### config.mk
export PLATFORM = sky130hd
export DESIGN_NAME = gol_board_controller
export DESIGN_NICKNAME = d
export VERILOG_FILES = /design/src/rtl/gol_board_controller.sv
export SDC_FILE = /design/constraint.sdc
export NUM_CORES = 1
export LEC_CHECK = 0
export CORE_ASPECT_RATIO = 0.75
export CORE_UTILIZATION = 44
export CTS_CLUSTER_DIAMETER = 200
export DETAILED_ROUTE_END_ITERATION = 10
export PLACE_DENSITY = 0.92
export SLEW_MARGIN = 40
export SYNTH_ARGS = -nofsm -noshare
export SYNTH_HDL_FRONTEND = slang
export SYNTH_SLANG_ARGS = --single-unit
### constraint.sdc
create_clock -name clk_i -period 4.1 [get_ports clk_i]
set_clock_uncertainty 0.05 [all_clocks]
set_input_delay 0.82 -clock clk_i [delete_from_list [all_inputs] [get_ports clk_i]]
set_output_delay 0.82 -clock clk_i [all_outputs]
set_load 0.01 [all_outputs]
### src/rtl/gol_board_controller.sv
// 8x8 Game of Life board controller: owns the board register, paces generations and
// hands each one to an external engine. Optional still-life detection: GOL_STABLE_DETECT_EN.
module gol_board_controller #(
  parameter int unsigned TICK_DIV    = 1_000_000,
  parameter int unsigned GEN_W       = 16,
  parameter logic [63:0] RESET_BOARD = 64'h0000_0000_0007_0402
) (
  input  logic             clk_i,
  input  logic             rst_i,
  input  logic             seed_valid_i,
  input  logic [63:0]      seed_bits_i,
  output logic             seed_ready_o,
  input  logic             run_i,
  input  logic             step_i,
  input  logic [63:0]      next_bits_i,
  output logic             update_o,
  output logic [63:0]      current_bits_o,
  output logic [GEN_W-1:0] gen_count_o,
  output logic             busy_o,
  output logic             stable_o
);

  localparam int unsigned PreW = (TICK_DIV > 2) ? $clog2(TICK_DIV) : 1;

  typedef enum logic [1:0] {StIdle, StIssue, StWait} state_e;

  state_e            state_q, state_d;
  logic [63:0]       board_q, board_d;
  logic [GEN_W-1:0]  gen_q, gen_d;
  logic [PreW-1:0]   pre_q, pre_d;
  logic              stable_q, stable_d;
  logic              update_q, update_d;
  logic              idle, seed_hs, tick, adv;

  assign idle    = (state_q == StIdle);
  assign seed_hs = seed_valid_i & idle;
  assign tick    = run_i & (pre_q == PreW'(TICK_DIV - 1));
  // A seed handshake wins over a coincident advance; that advance is dropped.
  assign adv     = idle & ~seed_hs & ~stable_q & (run_i ? tick : step_i);

  always_comb begin
    state_d  = state_q;
    board_d  = board_q;
    gen_d    = gen_q;
    stable_d = stable_q;
    pre_d    = pre_q + PreW'(1);
    if (!run_i || seed_hs || tick) begin
      pre_d = '0;
    end

    unique case (state_q)
      StIdle: begin
        if (seed_hs) begin
          board_d  = seed_bits_i;
          gen_d    = '0;
          stable_d = 1'b0;
        end else if (adv) begin
          state_d = StIssue;
        end
      end
      StIssue: state_d = StWait;
      StWait: begin
        board_d = next_bits_i;
        state_d = StIdle;
`ifdef GOL_STABLE_DETECT_EN
        if (next_bits_i == board_q) begin
          stable_d = 1'b1;
        end else begin
          gen_d = gen_q + GEN_W'(1);
        end
`else
        gen_d = gen_q + GEN_W'(1);
`endif
      end
      default: state_d = StIdle;
    endcase

    update_d = (state_d == StIssue);
  end

  always_ff @(posedge clk_i) begin
    if (rst_i) begin
      state_q  <= StIdle;
      board_q  <= RESET_BOARD;
      gen_q    <= '0;
      pre_q    <= '0;
      stable_q <= 1'b0;
      update_q <= 1'b0;
    end else begin
      state_q  <= state_d;
      board_q  <= board_d;
      gen_q    <= gen_d;
      pre_q    <= pre_d;
      stable_q <= stable_d;
      update_q <= update_d;
    end
  end

  assign seed_ready_o   = idle;
  assign update_o       = update_q;
  assign current_bits_o = board_q;
  assign gen_count_o    = gen_q;
  assign busy_o         = ~idle;
  assign stable_o       = stable_q;

endmodule

-- Yosys cells after proc, flatten, opt, wreduce, memory -nomap -nowiden
Cells that the tools add are included.
- input port bits: 133
- register bits after elaboration: 103
- output and inout bits: 84
- multiplexer cells: 8
- bitwise logic cells: 6
- reductions and logical operators: 7
- equal/unequal tests: 5
- add/sub/neg operators: 2
- operator list (kind ; number):
    64-bit one-hot mux with 2 select lines ; 1
    64-bit two-way mux ; 1
    16-bit one-hot mux with 2 select lines ; 1
    20-bit by 1-bit adder with 20-bit output (second input constant) ; 1
    20-bit equality test (second input constant) ; 1
    16-bit by 1-bit adder with 16-bit output (second input constant) ; 1
    16-bit two-way mux ; 1
    1-bit bitwise AND ; 4
    2-bit by 1-bit equality test with 1-bit output (second input constant) ; 2
    2-bit two-way mux ; 2
    2-bit one-hot mux with 2 select lines ; 1
    2-bit equality test (second input constant) ; 1
    2-bit logical NOT ; 1
    1-bit logical OR ; 2
    2-bit by 1-bit inequality test with 1-bit output (second input constant) ; 1
    1-bit inverter ; 2
    2-bit AND reduction ; 1
    2-bit nonzero test ; 1
    2-bit OR reduction ; 1
    1-bit logical NOT ; 1
    1-bit two-way mux ; 1

-- Logic depth before layout (Yosys ltp)
Gate-level depths: netlist of run 1.
- depth after elaboration: 9
- gate-level depth with buffers: 8
- mapped depth without buffers: 5

-- Least setup slack after synthesis of run 1
OpenSTA, ideal clock, no wires.
- path type: in2reg
- start point: in seed_valid_i
- end point: reg board_q[16], in the netlist current_bits_o[16]
- stages on the path: 6
- data required time: 3.927 ns
- setup time: 0.123 ns
- data arrival time: 2.031 ns
- setup slack: 1.896 ns
- path through: or3b_2 -> clkbuf_1 -> clkbuf_1 -> nand2_1 -> a31oi_1 -> or2_2
- longest elaborated chain between the ends: 3
- RTL lines (what ; RTL line ; source):
    from (decl) ; 10 ; input logic seed_valid_i,
    1-bit bitwise AND ; 36 ; assign seed_hs = seed_valid_i & idle;
    2-bit by 1-bit inequality test with 1-bit output (no source line) ; -- ;
    2-bit AND reduction (no source line) ; -- ;
    to (signal assigned) ; 91 ; board_q <= board_d;
    to (decl) ; 28 ; logic [63:0] board_q, board_d;
Every way passes these cells.
A chain may end at the register's enable or synchronous reset.

-- Worst setup path after layout of run 1
- start point: in seed_valid_i
- end point: reg gen_q[11], in the netlist gen_count_o[11]
- longest elaborated chain between the ends: 3
- RTL lines (what ; RTL line ; source):
    1-bit bitwise AND ; 36 ;
    2-bit by 1-bit inequality test with 1-bit output (no source line) ; -- ;
    2-bit AND reduction (no source line) ; -- ;
    to (signal assigned) ; 92 ; gen_q <= gen_d;
    to (decl) ; 29 ; logic [GEN_W-1:0] gen_q, gen_d;
Every way passes these cells.

==> metrics.md, run 1 <==
| Metric | Value |
|---|---|
| Outcome | complete, no violations |
| FFs w/ async S/R, synth | 0 |
| Largest net degree at the start of global routing | 89 |
| CTS Buf Count | 9 |
| Max Freq | 372 MHz |
| Rows | 31 |
| 1st-pass router iterations | 4 |
| Routing usage on met3 | 0.0723 |
| Min Tclk post-route | 2.69 ns |
| Post-CTS Resized | 0 |
| Critical path peak fanout | 31 |
| GRT busiest layer | met2 |
| Top_reg_cell synth | dfxtp_1 |
| # port buffers | 215 |
| Mapped Cells | 567 |
| Critical Path, Cell by Cell | clkdlybuf4s50_1, or3b_2, buf_4, nand2_1, mux2_2, nor2_1 |
| Initial DRC Count | roughly 160 |
| Max-slew headroom | 0.498 |
| Kind of critical path | in -> reg |
| Setup-failing EPs final | 0 |
| Initial core utilization | 0.463 |
| Met2 Usage GRT | 0.436 |
| Met1 usage | 0.291 |
| Final setup margin | about 1.4 ns |
| Initial antenna violation count | 0 |
| Family with the most delay on the worst path | buffers and inverters |
| Post-synth EDFFs | 0 |
| Antenna Violating Nets Remaining | 0 |
| Maxcap violations | 0 |
| Via count | ~4,800 |
| CP Launch Type | input port |
| Leakage Power | 2.50 nW |
| Netlist cell types | 50 |
| Worst R2R Path Depth | 4 |
| Net count after synthesis | 702 |
| Critical path's slowest cell | or3b_2 |
| Routed wire length per instance | 14.7 um |
| Antenna diodes | 0 |
| Worst Path Required | about 4.3 ns |
| #FFs+latches synth | 103 |
| Gr ovfl total | 0 |
| Drc violations | 0 |
| Die X-Extent | 120 um |
| CTS tree | done |
| Period Utilization, post-route | 0.656 |
| Sum Neg Setup Slack | 0 ns |
| PD cells | 320 mW/mm^2 |
| Postcts setup bufs | 0 |
| HP Class | reg -> reg |
| YS warnings | 0 |
| CTS root buf | clkbuf_16 |
| Clock transition at path regs | 0.07 ns |
| Final Net Count | a little under 900 |
| Fin. Hold Viols | 0 |
| Worst vdd ir | 0.228 mV |
| Worst setup EP type | register |
| First-pass GRT wire length | 22,200 um |
| Clock net sink count | 103 |
| Syn_area_per_cell | roughly 8.1 sq um |
| Clk Latency, worst-skew pair | between 0.3 and 0.4 ns |
| WP data arrival | 2.84 ns |
| Core box area | 0.00985 sq mm |
| Slew Viols, Final | 0 |
| GP Congestion | 0.823 |
| Die ar. | between 0.01 and 0.015 sq mm |
| Layout area overhead | 54.7% |
| Number of global-route vias before repair | 4,801 |
| Die height | 90.2 um |
| CTS Buffer Depth | 2 |
| # H-tree levels | 3 |
| Hold buffers post-CTS | 0 |
| Share of cells above drive strength 1 | 0.0567 |
| Pre-CTS setup slack | around 1.0 ns |
| Hold path depth | 1 |
| Netlist Area Pre-Place | 0.00456 sq mm |
| RSZ-0062 raised after global routing | false |
| Worst path max stage delay | 0.77 ns |
| Critical path buffer and inverter count | 2 |
| I/O pin total | 217 |
| Seq/Total Area, Yosys | 0.452 |
| Vias per cell | approximately 5.4 |
| Crit path depth | 6 |
| Overall routing resource usage | 0.248 |
| Hpwl dp | 9360 um |
| DRT Wirelength | 13,100 um |
| Worst-margin pin slew | 0.753 ns |
==> worst register-to-register path, cell delays in order, from the launching register on <==
cell,delay (ns)
dfxtp_1,0.34
or4b_1,0.54
or4_4,0.51
o21ai_2,0.58
nor2_1,0.12
==> Yosys cell counts (all sizes together), types with 3 or more instances <==
cell,count,area [sq um]
a21oi,13,65.1
a311oi,59,517
a31oi,5,31.3
and4,5,45.0
buf,4,26.3
clkbuf,42,158
dfxtp,103,2060
inv,8,30.0
mux2,3,33.8
nand2,137,514
nand3,11,55.1
nand4,11,68.8
nor2,94,353
nor3b,4,30.0
o21ai,4,23.8
o311ai,3,26.3
or2,6,40.0
or4,6,48.8
xor2,12,105
==> per-stage QoR <==
step / util / hold slack (ns) / power (mW) / instances / cell area [sq um]
2_1_floorplan: - / 0.376 / 1.22 / 567 / 4560
3_3_place_gp: 0.685 / 0.386 / 1.45 / 874 / 6750
3_5_place_dp: 0.685 / 0.406 / 1.46 / 874 / 6750
4_1_cts: 0.715 / 0.430 / 2.29 / 890 / 7040
5_1_grt: 0.717 / 0.461 / 2.36 / 891 / 7060
6_report: 0.717 / 0.427 / 2.26 / 891 / 7060
==> power by group <==
group	total (mW)	switching (mW)	internal [mW]
clock	0.822	0.386	0.436
sequential	1.07	0.0262	1.04
combinational	0.369	0.144	0.225
==> metal layers <==
layer / vias to the layer above / share of wire / routed length (um)
met5: - / 0 / 0
met4: 0 / 0.013 / 167
met3: 14 / 0.078 / 1030
met2: 197 / 0.49 / 6390
met1: 2223 / 0.42 / 5540
li1: 2366 / - / -
==> cells by family after synthesis <==
logic type / synth area share
AND/OR/NAND/NOR: 0.281
flip-flops: 0.452
AO/OA/AOI/OAI: 0.175
buffers and inverters: 0.0469
XOR/XNOR: 0.0269
multiplexers: 0.0118
adder cells (fa/ha/maj): 0.00548
other: 0.000822
==> layout by cell type, fill, tap and decap left out, drive strengths merged, types with 2 or more instances in the layout <==
cell type      instances
ha                     2
a31oi                  5
or3                    2
nand4b                 2
or4b                   2
clkinvlp               3
and3                   2
nand4                 11
mux2i                  2
o311ai                 3
or2                    6
nand2b                 2
and4                   5
a211oi                 2
nand3                 11
or4                    6
nand2                137
xnor2                  2
nor2                  94
mux2                   3
nor4                   2
nor3                   2
clkdlybuf4s50        214
xor2                  12
clkbuf                10
a21oi                 13
inv                   10
buf                    8
o21ai                  4
dfxtp                103
a2111oi                2
a311oi                59
o211ai                 2
nor3b                  4
==> state kept, by name, indices dropped and copies added (netlist names) <==
name / count
current_bits_o: 64
gen_count_o: 16
update_o: 1
state_q: 2
pre_q: 20
==> worst paths after layout <==
check                from         endpoint  slack, ns
max reg2reg      pre_q[7]         pre_q[3]       1.82
min              pre_q[0]         pre_q[0]       0.43
max          seed_valid_i  gen_count_o[11]       1.41
min reg2reg      pre_q[0]         pre_q[0]       0.43
==> final cells by class <==
cell class                      count  area, sq um
Fill cell                         744         2790
Multi-Input combinational cell    410         2300
Timing Repair Buffer              222         2210
Sequential cell                   103         2060
Clock buffer                       10          239
Tap cell                          132          165
Clock inverter                      6         51.3
Inverter                            8         30.0
Note: power is estimated with default switching activity, not from simulation.
==> inputs of run 2 (changes only) <==
--- a/config.mk
+++ b/config.mk
@@ -6,10 +6,10 @@
 export NUM_CORES = 1
 export LEC_CHECK = 0
 export CORE_ASPECT_RATIO = 0.75
-export CORE_UTILIZATION = 44
+export CORE_UTILIZATION = 41
 export CTS_CLUSTER_DIAMETER = 200
 export DETAILED_ROUTE_END_ITERATION = 10
-export PLACE_DENSITY = 0.92
+export PLACE_DENSITY = 0.87
 export SLEW_MARGIN = 40
 export SYNTH_ARGS = -nofsm -noshare
 export SYNTH_HDL_FRONTEND = slang
==> constraint.sdc (replaced) <==
create_clock -name clk_i -period 2.7 [get_ports clk_i]
set_clock_uncertainty 0.05 [all_clocks]
set_input_delay 0.54 -clock clk_i [delete_from_list [all_inputs] [get_ports clk_i]]
set_output_delay 0.54 -clock clk_i [all_outputs]
set_load 0.01 [all_outputs]
==> metrics.md, run 2 (synthesized netlist as in run 1, its figures left out) <==
| Metric | Value |
|---|---|
| Period Utilization, post-route | 0.869 |
| Switch Pwr | 0.827 mW (+49%) |
| Largest net degree at the start of global routing | 57 (-36%) |
| Commonest non-fill, non-tap cell in the layout | clkdlybuf4s50_1 |
| Worst-margin pin slew | 0.623 ns (-0.131 ns) |
| Die ar. | 0.0116 sq mm (+7.2%) |
| CTS tree | done |
| Critical path buffer and inverter count | 2 (unchanged) |
| CTS Buf Count | 9 (unchanged) |
| Clock power share | 0.384 (+0.021) |
| Commonest non-fill, non-tap cells in the layout | clkdlybuf4s50_1 (214), nand2_1 (137), dfxtp_1 (103) |
| Fin. Hold Viols | 0 (unchanged) |
| 1st-pass router iterations | 4 (unchanged) |
| Max reg flops | 64 (unchanged) |
| Clock transition at path regs | 0.07 ns (about the same) |
| Final setup margin | 0.353 ns (-1.06 ns) |
| Fin cells | 898 (+0.79%) |
| Worst setup EP type | output port |
| Critical Path, Cell by Cell | nor2_1, inv_1, clkdlybuf4s50_1 |
| Worst vdd ir | 0.398 mV (+75%) |
| PD cells | 499 mW/mm^2 (+56%) |
| WP data arrival | 1.76 ns (-1.08 ns) |
| GP Congestion | 0.793 (-3.7%) |
| Logic pwr share | 0.162 (about the same) |
| Number of global-route vias before repair | 4,640 (-3.4%) |
| Initial core utilization | 0.432 (-0.0315) |
| HP Class | reg -> reg |
| Layout area overhead | 57.2% |
| Maxcap violations | 0 (unchanged) |
| DRT Wirelength | 13,700 um (+4.6%) |
| Hold path depth | 1 (unchanged) |
| Gr ovfl total | 0 (unchanged) |
| Worst Path Required | 2.11 ns (-2.14 ns) |
| Post-CTS Resized | 0 (unchanged) |
| Overall routing resource usage | 0.235 (-0.0129) |
| Initial DRC Count | 298 (+82%) |
| Routed wire length per instance | 15.3 um (+3.8%) |
| Final Power | 3.58 mW (+58%) |
| Worst path max stage delay | 0.59 ns (-0.18 ns) |
| Hpwl dp | 9620 um (+2.8%) |
| Drc violations | 0 (unchanged) |
| Seq pwr share | 0.454 (-0.020) |
| Slew Viols, Final | 0 (unchanged) |
| Leakage Power | 2.56 nW (+2.5%) |
| R2r endpoint | state_q[0] |
| # H-tree levels | 3 (unchanged) |
| Critical path peak fanout | 8 (-74%) |
| Hold buffers post-CTS | 0 (unchanged) |
| Initial antenna violation count | 0 (unchanged) |
| Die height | 93.4 um (+3.5%) |
| Final Net Count | 892 (+0.34%) |
| First-pass GRT wire length | 21,500 um (-3.2%) |
| Int Power | 2.75 mW (+61%) |
| Antenna diodes | 0 (unchanged) |
| # port buffers | 215 (unchanged) |
| Worst R2R Path Depth | 4 (unchanged) |
| Sum Neg Setup Slack | 0 ns (unchanged) |
| Dpl cells | 882 (+0.92%) |
| CTS Buffer Depth | 2 (unchanged) |
| Setup-failing EPs final | 0 (unchanged) |
| Clock net sink count | 103 (unchanged) |
| Rows | 32 (+3.2%) |
| Share of cells above drive strength 1 | 0.0591 (+0.00240) |
| Final Util | 0.679 (-0.0380) |
| R2r setup slk | 0.58 ns (-1.24 ns) |
| Family with the most delay on the worst path | buffers and inverters |
| Pre-CTS setup slack | 0.270 ns (-0.778 ns) |
| Vias per cell | 5.40 (+0.25%) |
| Outcome | complete, no violations |
| Critical path's slowest cell | clkdlybuf4s50_1 |
| Postcts setup bufs | 0 (unchanged) |
| Min-delay src | pre_q[0] |
| Clk Latency, worst-skew pair | 0.34 ns (about the same) |
| Core box area | 0.0106 sq mm (+7.3%) |
| Sw Ratio | 0.231 (-0.0151) |
| Max-slew headroom | 0.585 (+0.0872) |
| RR Startpoint | pre_q[7] |
| CTS root buf | clkbuf_16 |
| Hold Path End | pre_q[0] |
| Min Tclk post-route | 2.35 ns |
| Antenna Violating Nets Remaining | 0 (unchanged) |
| Max Freq | around 430 MHz |
| Via count | 4,850 (+1.0%) |
| RSZ-0062 raised after global routing | false |
| Kind of critical path | reg -> out |
| Die X-Extent | 124 um (+3.5%) |
| I/O pin total | 217 (unchanged) |
| CP Launch Type | register |
==> run 2: cell count changes in the layout (fill, tap and decap cells not counted), sizes merged <==
| cell | previous run | this run |
|---|---|---|
| buf | 8 | 11 |
| clkinvlp | 3 | 0 |
| bufinv | 0 | 2 |
| clkinv | 1 | 3 |
| inv | 10 | 9 |
==> run 2: worst max path at each step <==
stage | start | to | slack [ns] | cells after the start
after floorplan | pre_q[7] | state_q[0] | 0.72 | 4
after global placement | seed_valid_i | current_bits_o[17] | 0.33 | 6
after detailed placement | run_i | state_q[0] | 0.27 | 5
after CTS | state_q[1] | busy_o | 0.32 | 3
after global routing | state_q[1] | busy_o | 0.27 | 3
final | state_q[1] | busy_o | 0.35 | 3
==> run 2: power groups by stage <==
| stage | clock network [mW] | registers [mW] | logic [mW] |
|---|---|---|---|
| floorplan | 0 | 1.69 | 0.165 |
| global placement | 0 | 1.66 | 0.571 |
| detailed placement | 0 | 1.66 | 0.580 |
| CTS | 1.41 | 1.62 | 0.585 |
| global route | 1.48 | 1.63 | 0.626 |
| finish | 1.37 | 1.63 | 0.581 |
==> run 2: area by class of cell <==
class / count / area, sq um
multi-input combinational: 410 / 2300
sequential: 103 / 2060
tap: 136 / 170
clock inverter: 6 / 83.8
inverter: 8 / 30.0
fill: 813 / 3400
timing repair buffer: 225 / 2300
clock buffer: 10 / 229
==> run 2: layer usage <==
metal  share of wire  vias to the layer above  GRT usage
li1                -                     2369          -
met1            0.41                     2277      0.269
met2            0.50                      186      0.413
met3           0.079                       18     0.0738
met4           0.014                        0     0.0723
met5               0                        -          0
==> run 2: worst register-to-register path: cells and delay by family (launching register included) <==
kind,cells,cell delay [ns]
and+or+nand+nor,3,1.34
DFF,1,0.34
AOI/OAI and AO/OA,1,0.30
==> run 2: stage by stage <==
step / cell area (sq um) / hold slack [ns]
floorplan: 4560 / 0.376
global placement: 6860 / 0.386
detailed placement: 6860 / 0.399
CTS: 7170 / 0.417
global route: 7170 / 0.441
finish: 7170 / 0.424
==> inputs of run 3 (changes only) <==
--- a/config.mk
+++ b/config.mk
@@ -10,6 +10,7 @@
 export CTS_CLUSTER_DIAMETER = 200
 export DETAILED_ROUTE_END_ITERATION = 10
 export PLACE_DENSITY = 0.87
+export SKIP_LAST_GASP = 1
 export SLEW_MARGIN = 40
 export SYNTH_ARGS = -nofsm -noshare
 export SYNTH_HDL_FRONTEND = slang
==> results of run 3 <==
Same layout as run 2: the final DEF is identical, and so are final timing and power.
==> RTL change (config.mk and constraints of run 3) <==
Put one more register stage on the output `gen_count_o`, cleared by the reset. The value now appears one clock later. The other outputs are not delayed to match.
--- a/src/rtl/gol_board_controller.sv
+++ b/src/rtl/gol_board_controller.sv
@@ -100,5 +100,11 @@
   assign update_o       = update_q;
   assign current_bits_o = board_q;
-  assign gen_count_o    = gen_q;
+  always_ff @(posedge clk_i) begin
+    if (rst_i) begin
+      gen_count_o <= '0;
+    end else begin
+      gen_count_o <= gen_q;
+    end
+  end
   assign busy_o         = ~idle;
   assign stable_o       = stable_q;
Function: changed (Yosys sat finds a counterexample within 4 cycles, from zero or initial values and one cycle with rst_i high).
==> RTL change against run 3 <==
- maximum frequency decreased by 4.5%
- via count is 7.3% higher
- sequential cell count up 16
- total power is 42% higher
- synthesized area rose by 11%
- sequential share of layout area rose by 0.88 points
- die area rose by 11%
- final area grew 12%
- wire length grew 4.9%
- first-iteration DRC count is 17% higher
- worst setup slack worse by 0.11 ns
- critical path type unchanged
- largest cell class unchanged
- highest routed layer unchanged
==> RTL change: results (changes against run 3) <==
[setup_path]
cp_slowest_cell=dfxtp_1
r2r_slack_ns=0.63  ; +0.05 ns
crit_start=state_q[0]
worstPathArrival_ns=1.87  ; +0.11 ns
cp_slowest_stage_delay_ns=0.63  ; +0.04 ns
r2r-end=current_bits_o[47]
critPathMaxFanout=10  ; +2

[yosys]
synth_compound_area_share_pct=16.9  ; -0.61 points
synth_common_cells=nand2_1 (141), dfxtp_1 (119), nor2_1 (86)
synth_fa_ha_area_share_pct=0.492  ; -0.056 points
synth_cell_types=53  ; +6.0%
synth_seq_area_share_pct=46.9  ; +1.7 points
syn_nets=749  ; +6.7%
ys_top_cells_by_area=dfxtp_1 (47%), a311oi_1 (11%), nand2_1 (10%)
synthCells=614  ; +8.3%

[final_layout]
nFillCells=939  ; +15%
drive_gt1_share_pct=7.07  ; +1.2 points
final_cells=982  ; +9.4%
nNetsFinal=942  ; +5.6%

[sta]
whs_ns=0.413  ; -0.0107 ns
max-slew-margin-rel_pct=58.8  ; +0.34 points

[route]
drt-initial-drc-count=350  ; +17%
vias=5202  ; +7.3%
wirelength_um=14400  ; +4.9%
dr.pass1.iters=5  ; +1

[grt]
grt_pass1_wl_um=23100  ; +7.4%
grt_pass1_vias=4793  ; +3.3%
grt_start_max_net_pins=74  ; +30%
antenna_found_initial=0  ; unchanged
grt_usage_pct=22.8  ; -0.71 points

[placement]
post_dp_cell_area_mm2=0.00735  ; +7.2%
dpl.hpwl_um=10000  ; +3.9%
dp.cells=950  ; +7.7%
place_congestion=0.812  ; +2.4%

[power]
p_switching_uw=1080  ; +31%
leakagePower_uw=0.00300  ; +17%
vdd_drop_max_mv=0.437  ; +9.9%

[cts]
numCtsBuffers=17  ; +8
root_buffer=clkbuf_16
clock_latency_ns=0.40  ; +0.06 ns
htree_num_levels=4  ; +1

[status]
outcome=complete, no violations

[RTL change: changes by cell type after synthesis, moves of 5 or more]
cell,run 3,this run
buf_2,0,17
clkbuf_1,42,27
dfxtp_1,103,119
inv_1,8,3
nand3_1,11,16
nor2_1,94,86
nor2b_1,1,16
o21ai_0,3,8
xor2_1,12,5
[RTL change: final cells by class]
class	instances	area, um^2	share of cell area, %
sequential	119	2380	29.6
multi-input combinational	441	2480	30.9
timing repair buffer	225	2270	28.3
inverter	3	11.3	0.140
tap	162	203	2.52
clock inverter	11	218	2.71
clock buffer	21	470	5.85
[RTL change: metrics by stage]
step	setup slack [ns]	total power, uW
final	0.242	5100
after global routing	0.120	5280
after CTS	0.227	5140
after detailed placement	0.338	2530
after global placement	0.396	2520
after floorplan	0.972	2140
[RTL change: worst min-delay path by stage]
stage	to	from
finish	current_bits_o[17]	current_bits_o[17]
global route	gen_q[15]	gen_q[15]
CTS	current_bits_o[17]	current_bits_o[17]
detailed placement	current_bits_o[17]	current_bits_o[17]
global placement	current_bits_o[17]	current_bits_o[17]
floorplan	gen_q[15]	gen_q[15]
[RTL change: power by group through the flow]
stage	clock (uW)	combinational (uW)	sequential, uW
2_1_floorplan	0	188	1950
3_3_place_gp	0	607	1920
3_5_place_dp	0	616	1920
4_1_cts	2640	621	1880
5_1_grt	2720	667	1890
6_report	2600	615	1880
[RTL change: cells by family after synthesis]
kind of cell | after synthesis
simple gates | 314
flops | 119
compound gates | 109
buf+inv | 54
xor+xnor | 11
mux | 4
fa+ha+maj | 2
other cells | 1
[RTL change: layer usage]
metal | routed length, um | part of all wire, % | up-vias | global-route usage [%]
met3 | 1270 | 8.8 | 23 | 8.74
met2 | 6710 | 47 | 192 | 36.7
met5 | 0 | 0 | - | 0
li1 | - | - | 2550 | -
met1 | 6180 | 43 | 2437 | 27.7
met4 | 240 | 1.7 | 0 | 7.96
[RTL change: worst reg2reg max path, delay by kind of cell, from the launching register on]
kind | cells | cell delay, ns
AOI/OAI and AO/OA | 1 | 0.31
buffers and inverters | 1 | 0.26
DFF | 1 | 0.63
and+or+nand+nor | 2 | 0.71
